### src/rtl/scr1_dma_pkg.sv
// Shared types for the TCM DMA engine: memory-interface enums (mirroring
// scr1_memif.svh), DMA mode/state enums and the address step.
package scr1_dma_pkg;

  typedef enum logic {
    SCR1_MEM_CMD_RD = 1'b0,
    SCR1_MEM_CMD_WR = 1'b1
  } type_scr1_mem_cmd_e;

  typedef enum logic [1:0] {
    SCR1_MEM_WIDTH_BYTE  = 2'b00,
    SCR1_MEM_WIDTH_HWORD = 2'b01,
    SCR1_MEM_WIDTH_WORD  = 2'b10
  } type_scr1_mem_width_e;

  typedef enum logic [1:0] {
    SCR1_MEM_RESP_NOTRDY = 2'b00,
    SCR1_MEM_RESP_RDY_OK = 2'b01,
    SCR1_MEM_RESP_RDY_ER = 2'b10
  } type_scr1_mem_resp_e;

  typedef enum logic [1:0] {
    SCR1_DMA_FILL  = 2'd0,
    SCR1_DMA_CHECK = 2'd1,
    SCR1_DMA_COPY  = 2'd2
  } scr1_dma_mode_e;

  typedef enum logic [2:0] {
    StIdle,
    StRdReq,
    StRdResp,
    StWrReq,
    StWrResp,
    StGap,
    StFin
  } scr1_dma_state_e;

  localparam int unsigned SCR1_DMA_ADDR_STEP = 4;

  // Encoding 3 is reserved and behaves as FILL.
  function automatic scr1_dma_mode_e scr1_dma_decode_mode(input logic [1:0] raw);
    case (raw)
      2'd1:    return SCR1_DMA_CHECK;
      2'd2:    return SCR1_DMA_COPY;
      default: return SCR1_DMA_FILL;
    endcase
  endfunction

endpackage

### src/rtl/scr1_tcm_dma.sv
// Word-granular fill/check/copy engine acting as a requester on an SCR1
// dmem-style interface. One transaction outstanding; req drops for one cycle
// between transactions.
module scr1_tcm_dma
  import scr1_dma_pkg::*;
#(
  parameter int unsigned AWIDTH = 32,
  parameter int unsigned DWIDTH = 32,
  parameter int unsigned LWIDTH = 16
) (
  input  logic                 clk,
  input  logic                 rst_n,
  input  logic                 cfg_start,
  input  logic [1:0]           cfg_mode,
  input  logic [AWIDTH-1:0]    cfg_src_addr,
  input  logic [AWIDTH-1:0]    cfg_dst_addr,
  input  logic [LWIDTH-1:0]    cfg_len,
  input  logic [31:0]          cfg_pattern,
  input  logic                 cfg_incr,
  output logic                 busy,
  output logic                 done,
  output logic                 bus_err,
  output logic                 mism,
  output logic [AWIDTH-1:0]    err_addr,
  output logic [LWIDTH-1:0]    mism_cnt,
  output logic                 dmem_req,
  input  logic                 dmem_req_ack,
  output type_scr1_mem_cmd_e   dmem_cmd,
  output type_scr1_mem_width_e dmem_width,
  output logic [AWIDTH-1:0]    dmem_addr,
  output logic [DWIDTH-1:0]    dmem_wdata,
  input  logic [DWIDTH-1:0]    dmem_rdata,
  input  type_scr1_mem_resp_e  dmem_resp
);

  localparam logic [AWIDTH-1:0] ADDR_MASK = ~AWIDTH'(3);
  localparam logic [AWIDTH-1:0] ADDR_INC  = AWIDTH'(SCR1_DMA_ADDR_STEP);

  scr1_dma_state_e    state_q, state_d;
  scr1_dma_mode_e     mode_q, mode_d;
  logic [AWIDTH-1:0]  src_q, src_d, dst_q, dst_d;
  logic [LWIDTH-1:0]  cnt_q, cnt_d;
  logic [31:0]        pat_q, pat_d;
  logic               incr_q, incr_d;
  logic               req_q, req_d;
  type_scr1_mem_cmd_e cmd_q, cmd_d;
  logic [AWIDTH-1:0]  addr_q, addr_d;
  // Doubles as the COPY hold register.
  logic [DWIDTH-1:0]  wdata_q, wdata_d;
  logic               busy_q, busy_d, done_q, done_d;
  logic               bus_err_q, bus_err_d, mism_q, mism_d;
  logic [AWIDTH-1:0]  err_addr_q, err_addr_d;
  logic [LWIDTH-1:0]  mism_cnt_q, mism_cnt_d;

  logic               cpl;
  logic               first_err;
  logic [AWIDTH-1:0]  src_nxt, dst_nxt;
  logic [31:0]        pat_nxt;

  assign src_nxt   = src_q + ADDR_INC;
  assign dst_nxt   = dst_q + ADDR_INC;
  assign pat_nxt   = pat_q + 32'(incr_q);
  assign first_err = !(bus_err_q || mism_q);

  // Next-state, request sequencing and status update.
  always_comb begin
    state_d    = state_q;
    mode_d     = mode_q;
    src_d      = src_q;
    dst_d      = dst_q;
    cnt_d      = cnt_q;
    pat_d      = pat_q;
    incr_d     = incr_q;
    req_d      = req_q;
    cmd_d      = cmd_q;
    addr_d     = addr_q;
    wdata_d    = wdata_q;
    bus_err_d  = bus_err_q;
    mism_d     = mism_q;
    err_addr_d = err_addr_q;
    mism_cnt_d = mism_cnt_q;
    cpl        = 1'b0;

    unique case (state_q)
      StIdle, StFin: begin
        state_d = StIdle;
        if (cfg_start) begin
          mode_d     = scr1_dma_decode_mode(cfg_mode);
          src_d      = cfg_src_addr & ADDR_MASK;
          dst_d      = cfg_dst_addr & ADDR_MASK;
          cnt_d      = cfg_len;
          pat_d      = cfg_pattern;
          incr_d     = cfg_incr;
          bus_err_d  = 1'b0;
          mism_d     = 1'b0;
          err_addr_d = '0;
          mism_cnt_d = '0;
          if (cfg_len == '0) begin
            state_d = StFin;
          end else begin
            req_d = 1'b1;
            if (mode_d == SCR1_DMA_FILL) begin
              state_d = StWrReq;
              cmd_d   = SCR1_MEM_CMD_WR;
              addr_d  = dst_d;
              wdata_d = cfg_pattern;
            end else begin
              state_d = StRdReq;
              cmd_d   = SCR1_MEM_CMD_RD;
              addr_d  = (mode_d == SCR1_DMA_COPY) ? src_d : dst_d;
            end
          end
        end
      end
      StRdReq, StWrReq: begin
        if (dmem_req_ack) begin
          if (dmem_resp == SCR1_MEM_RESP_NOTRDY) begin
            req_d   = 1'b0;
            state_d = (state_q == StRdReq) ? StRdResp : StWrResp;
          end else begin
            cpl = 1'b1;
          end
        end
      end
      StRdResp, StWrResp: begin
        cpl = (dmem_resp != SCR1_MEM_RESP_NOTRDY);
      end
      StGap: begin
        if (cnt_q == '0) begin
          state_d = StFin;
        end else begin
          req_d   = 1'b1;
          state_d = (cmd_q == SCR1_MEM_CMD_WR) ? StWrReq : StRdReq;
        end
      end
      default: state_d = StIdle;
    endcase

    // Completion: prepare the next request's cmd/addr/wdata while req is low.
    if (cpl) begin
      req_d   = 1'b0;
      state_d = StGap;
      if (dmem_resp == SCR1_MEM_RESP_RDY_ER) begin
        bus_err_d = 1'b1;
        if (first_err) err_addr_d = addr_q;
        state_d = StFin;
      end else if (cmd_q == SCR1_MEM_CMD_RD && mode_q == SCR1_DMA_COPY) begin
        cmd_d   = SCR1_MEM_CMD_WR;
        addr_d  = dst_q;
        wdata_d = dmem_rdata;
      end else begin
        cnt_d = cnt_q - LWIDTH'(1);
        dst_d = dst_nxt;
        pat_d = pat_nxt;
        if (cmd_q == SCR1_MEM_CMD_RD) begin
          if (dmem_rdata != pat_q) begin
            mism_d = 1'b1;
            if (first_err) err_addr_d = addr_q;
            if (mism_cnt_q != '1) mism_cnt_d = mism_cnt_q + LWIDTH'(1);
          end
          addr_d = dst_nxt;
        end else if (mode_q == SCR1_DMA_COPY) begin
          src_d  = src_nxt;
          cmd_d  = SCR1_MEM_CMD_RD;
          addr_d = src_nxt;
        end else begin
          addr_d  = dst_nxt;
          wdata_d = pat_nxt;
        end
      end
    end

    busy_d = !(state_d inside {StIdle, StFin});
    done_d = (state_d == StFin);
  end

  // State and registered outputs.
  always_ff @(posedge clk or negedge rst_n) begin
    if (!rst_n) begin
      state_q    <= StIdle;
      mode_q     <= SCR1_DMA_FILL;
      src_q      <= '0;
      dst_q      <= '0;
      cnt_q      <= '0;
      pat_q      <= '0;
      incr_q     <= 1'b0;
      req_q      <= 1'b0;
      cmd_q      <= SCR1_MEM_CMD_RD;
      addr_q     <= '0;
      wdata_q    <= '0;
      busy_q     <= 1'b0;
      done_q     <= 1'b0;
      bus_err_q  <= 1'b0;
      mism_q     <= 1'b0;
      err_addr_q <= '0;
      mism_cnt_q <= '0;
    end else begin
      state_q    <= state_d;
      mode_q     <= mode_d;
      src_q      <= src_d;
      dst_q      <= dst_d;
      cnt_q      <= cnt_d;
      pat_q      <= pat_d;
      incr_q     <= incr_d;
      req_q      <= req_d;
      cmd_q      <= cmd_d;
      addr_q     <= addr_d;
      wdata_q    <= wdata_d;
      busy_q     <= busy_d;
      done_q     <= done_d;
      bus_err_q  <= bus_err_d;
      mism_q     <= mism_d;
      err_addr_q <= err_addr_d;
      mism_cnt_q <= mism_cnt_d;
    end
  end

  assign busy       = busy_q;
  assign done       = done_q;
  assign bus_err    = bus_err_q;
  assign mism       = mism_q;
  assign err_addr   = err_addr_q;
  assign mism_cnt   = mism_cnt_q;
  assign dmem_req   = req_q;
  assign dmem_cmd   = cmd_q;
  assign dmem_width = SCR1_MEM_WIDTH_WORD;
  assign dmem_addr  = addr_q;
  assign dmem_wdata = wdata_q;

endmodule
### config.mk
export PLATFORM = sky130hd
export DESIGN_NAME = scr1_tcm_dma
export DESIGN_NICKNAME = d
export VERILOG_FILES = /design/src/rtl/scr1_dma_pkg.sv /design/src/rtl/scr1_tcm_dma.sv
export SDC_FILE = /design/constraint.sdc
export NUM_CORES = 1
export LEC_CHECK = 0
export CORE_UTILIZATION = 54
export DETAILED_ROUTE_END_ITERATION = 12
export PLACE_DENSITY_LB_ADDON = 0.12
export SLEW_MARGIN = 20
export SYNTH_ARGS = -nofsm -noshare
export SYNTH_HDL_FRONTEND = slang
export SYNTH_SLANG_ARGS = --single-unit
### constraint.sdc
create_clock -name clk -period 2.6 [get_ports clk]
set_input_delay 0.26 -clock clk [delete_from_list [all_inputs] [get_ports clk]]
set_output_delay 0.26 -clock clk [all_outputs]
set_load 0.03 [all_outputs]
==> flow_metrics.env, run 1 <==
export IMPL_syn_inst=1763
export IMPL_post_dp_hpwl_mm=36.56
export IMPL_final_instance_count_excl_fill=2395
export IMPL_cp_arrival_ns=2.88
export IMPL_grt_use_total_pct=36.02
export IMPL_hold_viol_final=0
export IMPL_fin_skew_ns=0.01667
export IMPL_port_buffers=266
export IMPL_grt_overflow=0
export IMPL_period_needed_ns=2.461
export IMPL_cp_max_fo=6
export IMPL_vdd_ir_drop_worst_mv=0.7692
export IMPL_core_area_sq_mm=0.02695
export IMPL_fmaxAchievable_ghz=0.4064
export IMPL_clockBufferDepth=3
export IMPL_min_period_over_period_pct=94.64
export IMPL_required_ns=3.02
export IMPL_netlist_area_sq_mm=0.01487
export IMPL_placementRows=60
export IMPL_synthTopCellsByArea="dfrtp_1 (40%), mux2i_1 (6.1%), nand2_1 (5.2%)"
export IMPL_initial_core_util_pct=55.16
export IMPL_antenna_found_initial=0
export IMPL_route_detailed_drc=0
export IMPL_post_cts_setup_buffers=0
export IMPL_endpoint_kind="flop"
export IMPL_synth_top_area_share_pct=39.72
export IMPL_die_w_um=167.9
export IMPL_die_area_sq_mm=0.02820
export IMPL_nFillCells=2070
export IMPL_post_route_util_pct=72.44
export IMPL_drtPass1Iterations=6
export IMPL_grt_pass1_wl_mm=80.61
export IMPL_finalSetupViolations=0
export IMPL_tightest_slew_ns=0.5875
export IMPL_grt_max_degree=70
export IMPL_first_iter_violations=1749
export IMPL_synth_ff_type="dfrtp_1"
export IMPL_vias_per_cell=6.387
export IMPL_crit_chain="inv_1 -> ha_1 -> nor3b_4 -> nand4_1 -> buf_4 -> nor4_1 -> a21oi_1 -> a21o_1"
export IMPL_synthTopCellsByCount="dfrtp_1 (236), nand2_1 (205), nor2_1 (183), a21oi_1 (142), mux2i_1 (90)"
export IMPL_yosysMostFrequentCell="dfrtp_1"
export IMPL_yosys_cell_types_count=72
export IMPL_clk_latency_ns=0.54
export IMPL_area_growth_pct=31.32
export IMPL_root_buffer="clkbuf_16"
export IMPL_fin_nets=2195
export IMPL_vias=15296
export IMPL_avgSynthCellArea_sq_um=8.433
export IMPL_ys_seq_elements=236
export IMPL_drive_above_1_share_pct=10.32
export IMPL_drv_cap=0
export IMPL_drtAntennaViolNets=0
export IMPL_die_y_um=167.9
export IMPL_cts_made_buffers=27
export IMPL_cp_top_family="simple AND/OR/NAND/NOR gates"
export IMPL_cp_slowest_cell="nor4_1"
export IMPL_h_tree_depth=1
export IMPL_relSlewSlack_pct=60.47
export IMPL_yosysWarnings=0
export IMPL_routed_wl_mm=51.19
export IMPL_antenna_cells=0
export IMPL_holdWs_ns=0.2545
export IMPL_cts_clk_slew_worst_paths_ns=0.06
export IMPL_gp_congestion=0.9840
export IMPL_status="complete, no violations"
export IMPL_wire_per_inst_um=21.37
export IMPL_p_per_area_mw_per_mm2=1252
export IMPL_p_leak_nw=8.117
export IMPL_io_pins=273
export IMPL_grt_pass1_vias=14664
export IMPL_rsz0062_at_grt="false"
export IMPL_critPathLaunchType="flop"
export IMPL_cts_sinks=236
export IMPL_place_inst=2345
export IMPL_syn_nets=1924
export IMPL_hold_class="in -> reg"
export IMPL_ys_seq_area_share_pct=39.72
export IMPL_cp_buffers_inverters=2
export IMPL_synth_enable_flop_cells=0
export IMPL_yosysTopAreaCell="dfrtp_1"
export IMPL_maxSlewViolCount=0
export IMPL_critPathKind="reg -> reg"
export IMPL_async_flop_share_pct=100.0
export IMPL_cts_tree="done"
export IMPL_cp_slowest_stage_delay_ns=0.49
[cells in the final DEF (no fill, tap or decap), types with 5 or more instances in the layout]
cell and instances:
clkbuf_8 8, xnor2_1 74, or3_1 5, o21a_1 6, clkdlybuf4s50_1 265, a21o_1 11
inv_1 69, nand2_1 204, nor2_1 182, dfrtp_1 236, buf_12 17, a311oi_1 15
nand3_1 77, mux2_2 11, and4_1 6, xor2_1 24, nand4_1 45, and2_1 10
and3_1 27, o22ai_1 28, o211ai_1 21, mux2i_1 90, o21ai_0 85, a211oi_1 44
o221ai_1 42, nor4_1 16, a211o_1 6, nand2b_1 5, o32ai_1 7, a31oi_1 13
a21oi_1 142, bufinv_16 7, clkbuf_16 27, ha_1 8, o221a_2 13, buf_4 89
nor3_1 31
[worst register-to-register path: stages, from the launching register on]
cell and delay [ns]:
dfrtp_1 0.38, inv_1 0.11, ha_1 0.21, nor3b_4 0.29, nand4_1 0.19, buf_4 0.19, nor4_1 0.49, a21oi_1 0.26
a21o_1 0.23
[sequential cells by signal, indices dropped and copies added, names as in the netlist]
name	count
bus_err	1
busy	1
cnt_q	16
dmem_addr	32
dmem_cmd	1
dmem_req	1
dmem_wdata	32
done	1
dst_q	32
err_addr	32
incr_q	1
mism	1
mism_cnt	16
mode_q	2
pat_q	32
src_q	32
state_q	3
[power breakdown]
part,internal [mW],switching (mW)
logic,5.34,7.69
clock network,2.82,1.60
registers,5.22,1.76
[through the flow]
step,power [mW],worst slack [ns],area [sq um],TNS [ns]
6_report,24.44,0.1393,19520,0
5_1_grt,25.73,0.05878,19520,0
4_1_cts,24.23,0.1120,19510,0
3_5_place_dp,19.75,-0.04424,18470,-0.04424
3_3_place_gp,19.38,0.04108,18470,0
2_1_floorplan,14.76,0.1912,14870,0
[final timing paths]
check	cells after the start	slack [ns]	from	to
setup / recovery	8	0.14	cnt_q[0]	busy
hold / removal	3	0.25	cfg_incr	incr_q
setup reg to reg	8	0.14	cnt_q[0]	busy
hold reg to reg	1	0.49	dst_q[0]	dst_q[0]
max in group asynchronous	3	1.47	rst_n	dst_q[22]
min in group asynchronous	2	0.26	rst_n	err_addr[1]
[timing repair]
| item | CTS | global route |
|---|---|---|
| resized for setup | 0 | 2 |
| hold buffers | 1 | 0 |
| hold endpoints to repair | 60 | 0 |
| setup endpoints to repair | 0 | 10 |
[metal layers]
metal / wire (um) / vias to the layer above / track usage (%)
li1: - / 6941 / -
met1: 20900 / 7375 / 47.86
met2: 23960 / 824 / 59.09
met3: 4120 / 156 / 4.795
met4: 2204 / 0 / 15.68
met5: 0 / - / 0
[area by class of cell]
| class | count | area (sq um) | share of cell area, % |
|---|---|---|---|
| clock buffers | 37 | 793.3 | 4.063 |
| well taps | 341 | 426.7 | 2.185 |
| multi-input cells | 1326 | 8209 | 42.05 |
| flip-flops and latches | 236 | 5906 | 30.25 |
| repair buffers | 373 | 3686 | 18.88 |
| clock inverters | 12 | 239.0 | 1.224 |
| inverters | 70 | 262.8 | 1.346 |
[logic make-up after synthesis]
kind of cell | after synthesis | synth area share, %
AO/OA/AOI/OAI | 475 | 21.16
XOR/XNOR | 98 | 5.773
adder cells (fa/ha/maj) | 8 | 0.6733
buffers and inverters | 201 | 5.437
flip-flops | 236 | 39.72
multiplexers | 101 | 6.893
other | 2 | 0.05052
AND/OR/NAND/NOR | 642 | 20.29
Power figures use the tool's default switching activity.
==> run 2, diff against run 1 <==
Settings changed: CORE_UTILIZATION 54 to 58.
Clock period 2.6 ns to 2.9 ns, I/O delays scaled along.
==> flow_metrics.env, run 2 (same netlist as run 1, synthesis figures left out) <==
export IMPL_tightest_slew_ns=0.8932
export IMPL_cp_arrival_ns=3.09
export IMPL_grt_pass1_vias=14969
export IMPL_drv_cap=0
export IMPL_pwr_share_clk_pct=16.8
export IMPL_clk_latency_ns=0.54
export IMPL_fin_skew_ns=0.01111
export IMPL_io_pins=273
export IMPL_grt_max_degree=106
export IMPL_fin_nets=2166
export IMPL_combPwrFrac_pct=53.2
export IMPL_hold_viol_final=0
export IMPL_final_instance_count_excl_fill=2353
export IMPL_final_common_cell="clkdlybuf4s50_1"
export IMPL_cts_tree="done"
export IMPL_p_per_area_mw_per_mm2=1111
export IMPL_setup_tns_final_ns=0
export IMPL_gp_congestion=0.9330
export IMPL_relSlewSlack_pct=40.45
export IMPL_grt_overflow=0
export IMPL_holdPathEnd="incr_q"
export IMPL_cts_sinks=236
export IMPL_netSwitchingFraction_pct=46.53
export IMPL_finalSetupViolations=0
export IMPL_critPathLaunchType="flop"
export IMPL_p_leak_nw=7.858
export IMPL_die_y_um=162.1
export IMPL_core_area_sq_mm=0.02518
export IMPL_timing_rr_start="mism_cnt[0]"
export IMPL_rsz0062_at_grt="false"
export IMPL_vias_per_cell=6.493
export IMPL_min_period_over_period_pct=92.12
export IMPL_switchingPower_mw=9.833
export IMPL_route_detailed_drc=0
export IMPL_drive_above_1_share_pct=8.799
export IMPL_wire_per_inst_um=21.68
export IMPL_required_ns=3.31
export IMPL_reg2reg_depth=7
export IMPL_antenna_cells=0
export IMPL_r2r_end="mism_cnt[6]"
export IMPL_antenna_found_initial=1
export IMPL_post_dp_hpwl_mm=35.50
export IMPL_place_inst=2305
export IMPL_cts_clk_slew_worst_paths_ns=0.06
export IMPL_cts_made_buffers=27
export IMPL_hold_class="in -> reg"
export IMPL_min_path_cells=3
export IMPL_placementRows=58
export IMPL_holdWs_ns=0.2821
export IMPL_h_tree_depth=1
export IMPL_endpoint_kind="flop"
export IMPL_clockBufferDepth=3
export IMPL_maxSlewViolCount=0
export IMPL_pwr_share_seq_pct=30.0
export IMPL_nFillCells=1894
export IMPL_final_cell_mix="clkdlybuf4s50_1 (265), dfrtp_1 (236), nand2_1 (204), nor2_1 (182), a21oi_1 (142)"
export IMPL_root_buffer="clkbuf_16"
export IMPL_routed_wl_mm=51.01
export IMPL_grt_use_total_pct=38.62
export IMPL_fmaxAchievable_ghz=0.3743
export IMPL_vdd_ir_drop_worst_mv=0.6200
export IMPL_die_w_um=162.1
export IMPL_die_area_sq_mm=0.02628
export IMPL_drtAntennaViolNets=0
export IMPL_post_cts_setup_buffers=0
export IMPL_grt_pass1_wl_mm=80.05
export IMPL_min_from="cfg_incr"
export IMPL_cp_max_fo=8
export IMPL_critPathKind="reg -> reg"
export IMPL_drtPass1Iterations=5
export IMPL_period_needed_ns=2.672
export IMPL_first_iter_violations=1916
export IMPL_vias=15278
export IMPL_status="complete, no violations"
export IMPL_intPower_mw=11.30
export IMPL_area_growth_pct=27.93
export IMPL_port_buffers=266
export IMPL_rrSetupSlack_ns=0.23
export IMPL_initial_core_util_pct=59.04
[run 2: cell count changes in the layout (fill, tap and decap cells not counted), sizes merged]
cell and delta:
clkbuf +2, buf -29, clkinv -3, bufinv -4, clkinvlp +3
[run 2: critical path, cell delays in order (launching register included)]
cell and delay [ns]:
dfrtp_1 0.45, ha_1 0.22, nand3_1 0.20, nor3_1 0.30, nand3_1 0.27, o31ai_2 0.58, nor2_1 0.17, a221o_1 0.36
[run 2: through the flow]
| stage | area [sq um] | setup slack [ns] | total power [mW] | util (%) |
|---|---|---|---|---|
| after floorplan | 14870 | 0.4912 | 13.24 | - |
| after global placement | 18100 | 0.1810 | 16.91 | 71.86 |
| after detailed placement | 18100 | 0.05599 | 17.29 | 71.86 |
| after CTS | 19020 | 0.2670 | 20.92 | 75.53 |
| after global routing | 19020 | 0.01387 | 22.27 | 75.53 |
| final | 19020 | 0.2284 | 21.13 | 75.53 |
[run 2: layout make-up]
class / count / area, sq um / area share [%]
clock buffers: 39 / 790.8 / 4.158
flip-flops and latches: 236 / 5906 / 31.05
clock inverters: 8 / 122.6 / 0.6447
multi-input cells: 1326 / 8194 / 43.08
repair buffers: 344 / 3331 / 17.51
well taps: 330 / 412.9 / 2.171
inverters: 70 / 262.8 / 1.381
[run 2: what timing repair did]
item / in CTS / in global routing
gates resized for setup: 0 / 0
endpoints found under the hold margin: 98 / 0
hold buffers: 1 / 0
[run 2: worst max path at each step]
stage | startpoint | to | slack, ns | depth (start not counted)
floorplan | mism_cnt[0] | mism_cnt[6] | 0.49 | 7
global placement | cfg_len[0] | dmem_wdata[16] | 0.18 | 7
detailed placement | cfg_len[0] | dmem_wdata[16] | 0.06 | 7
CTS | mism_cnt[0] | mism_cnt[6] | 0.27 | 7
global route | mism_cnt[0] | mism_cnt[6] | 0.01 | 7
finish | mism_cnt[0] | mism_cnt[6] | 0.23 | 7
[run 2: power by group through the flow]
stage	clock network [mW]	registers, mW	logic [mW]
floorplan	0	6.84	6.39
global placement	0	6.25	10.7
finish	3.54	6.34	11.2
CTS	3.57	6.28	11.1
global route	3.70	6.53	12.0
detailed placement	0	6.31	11.0
[run 2: metal layers]
layer	global-route usage [%]	wire, um	share of wire, %
met5	0	11	0.022
met2	62.54	23900	47
met3	6.205	4811	9.4
met4	19.25	2371	4.6
met1	50.26	19910	39
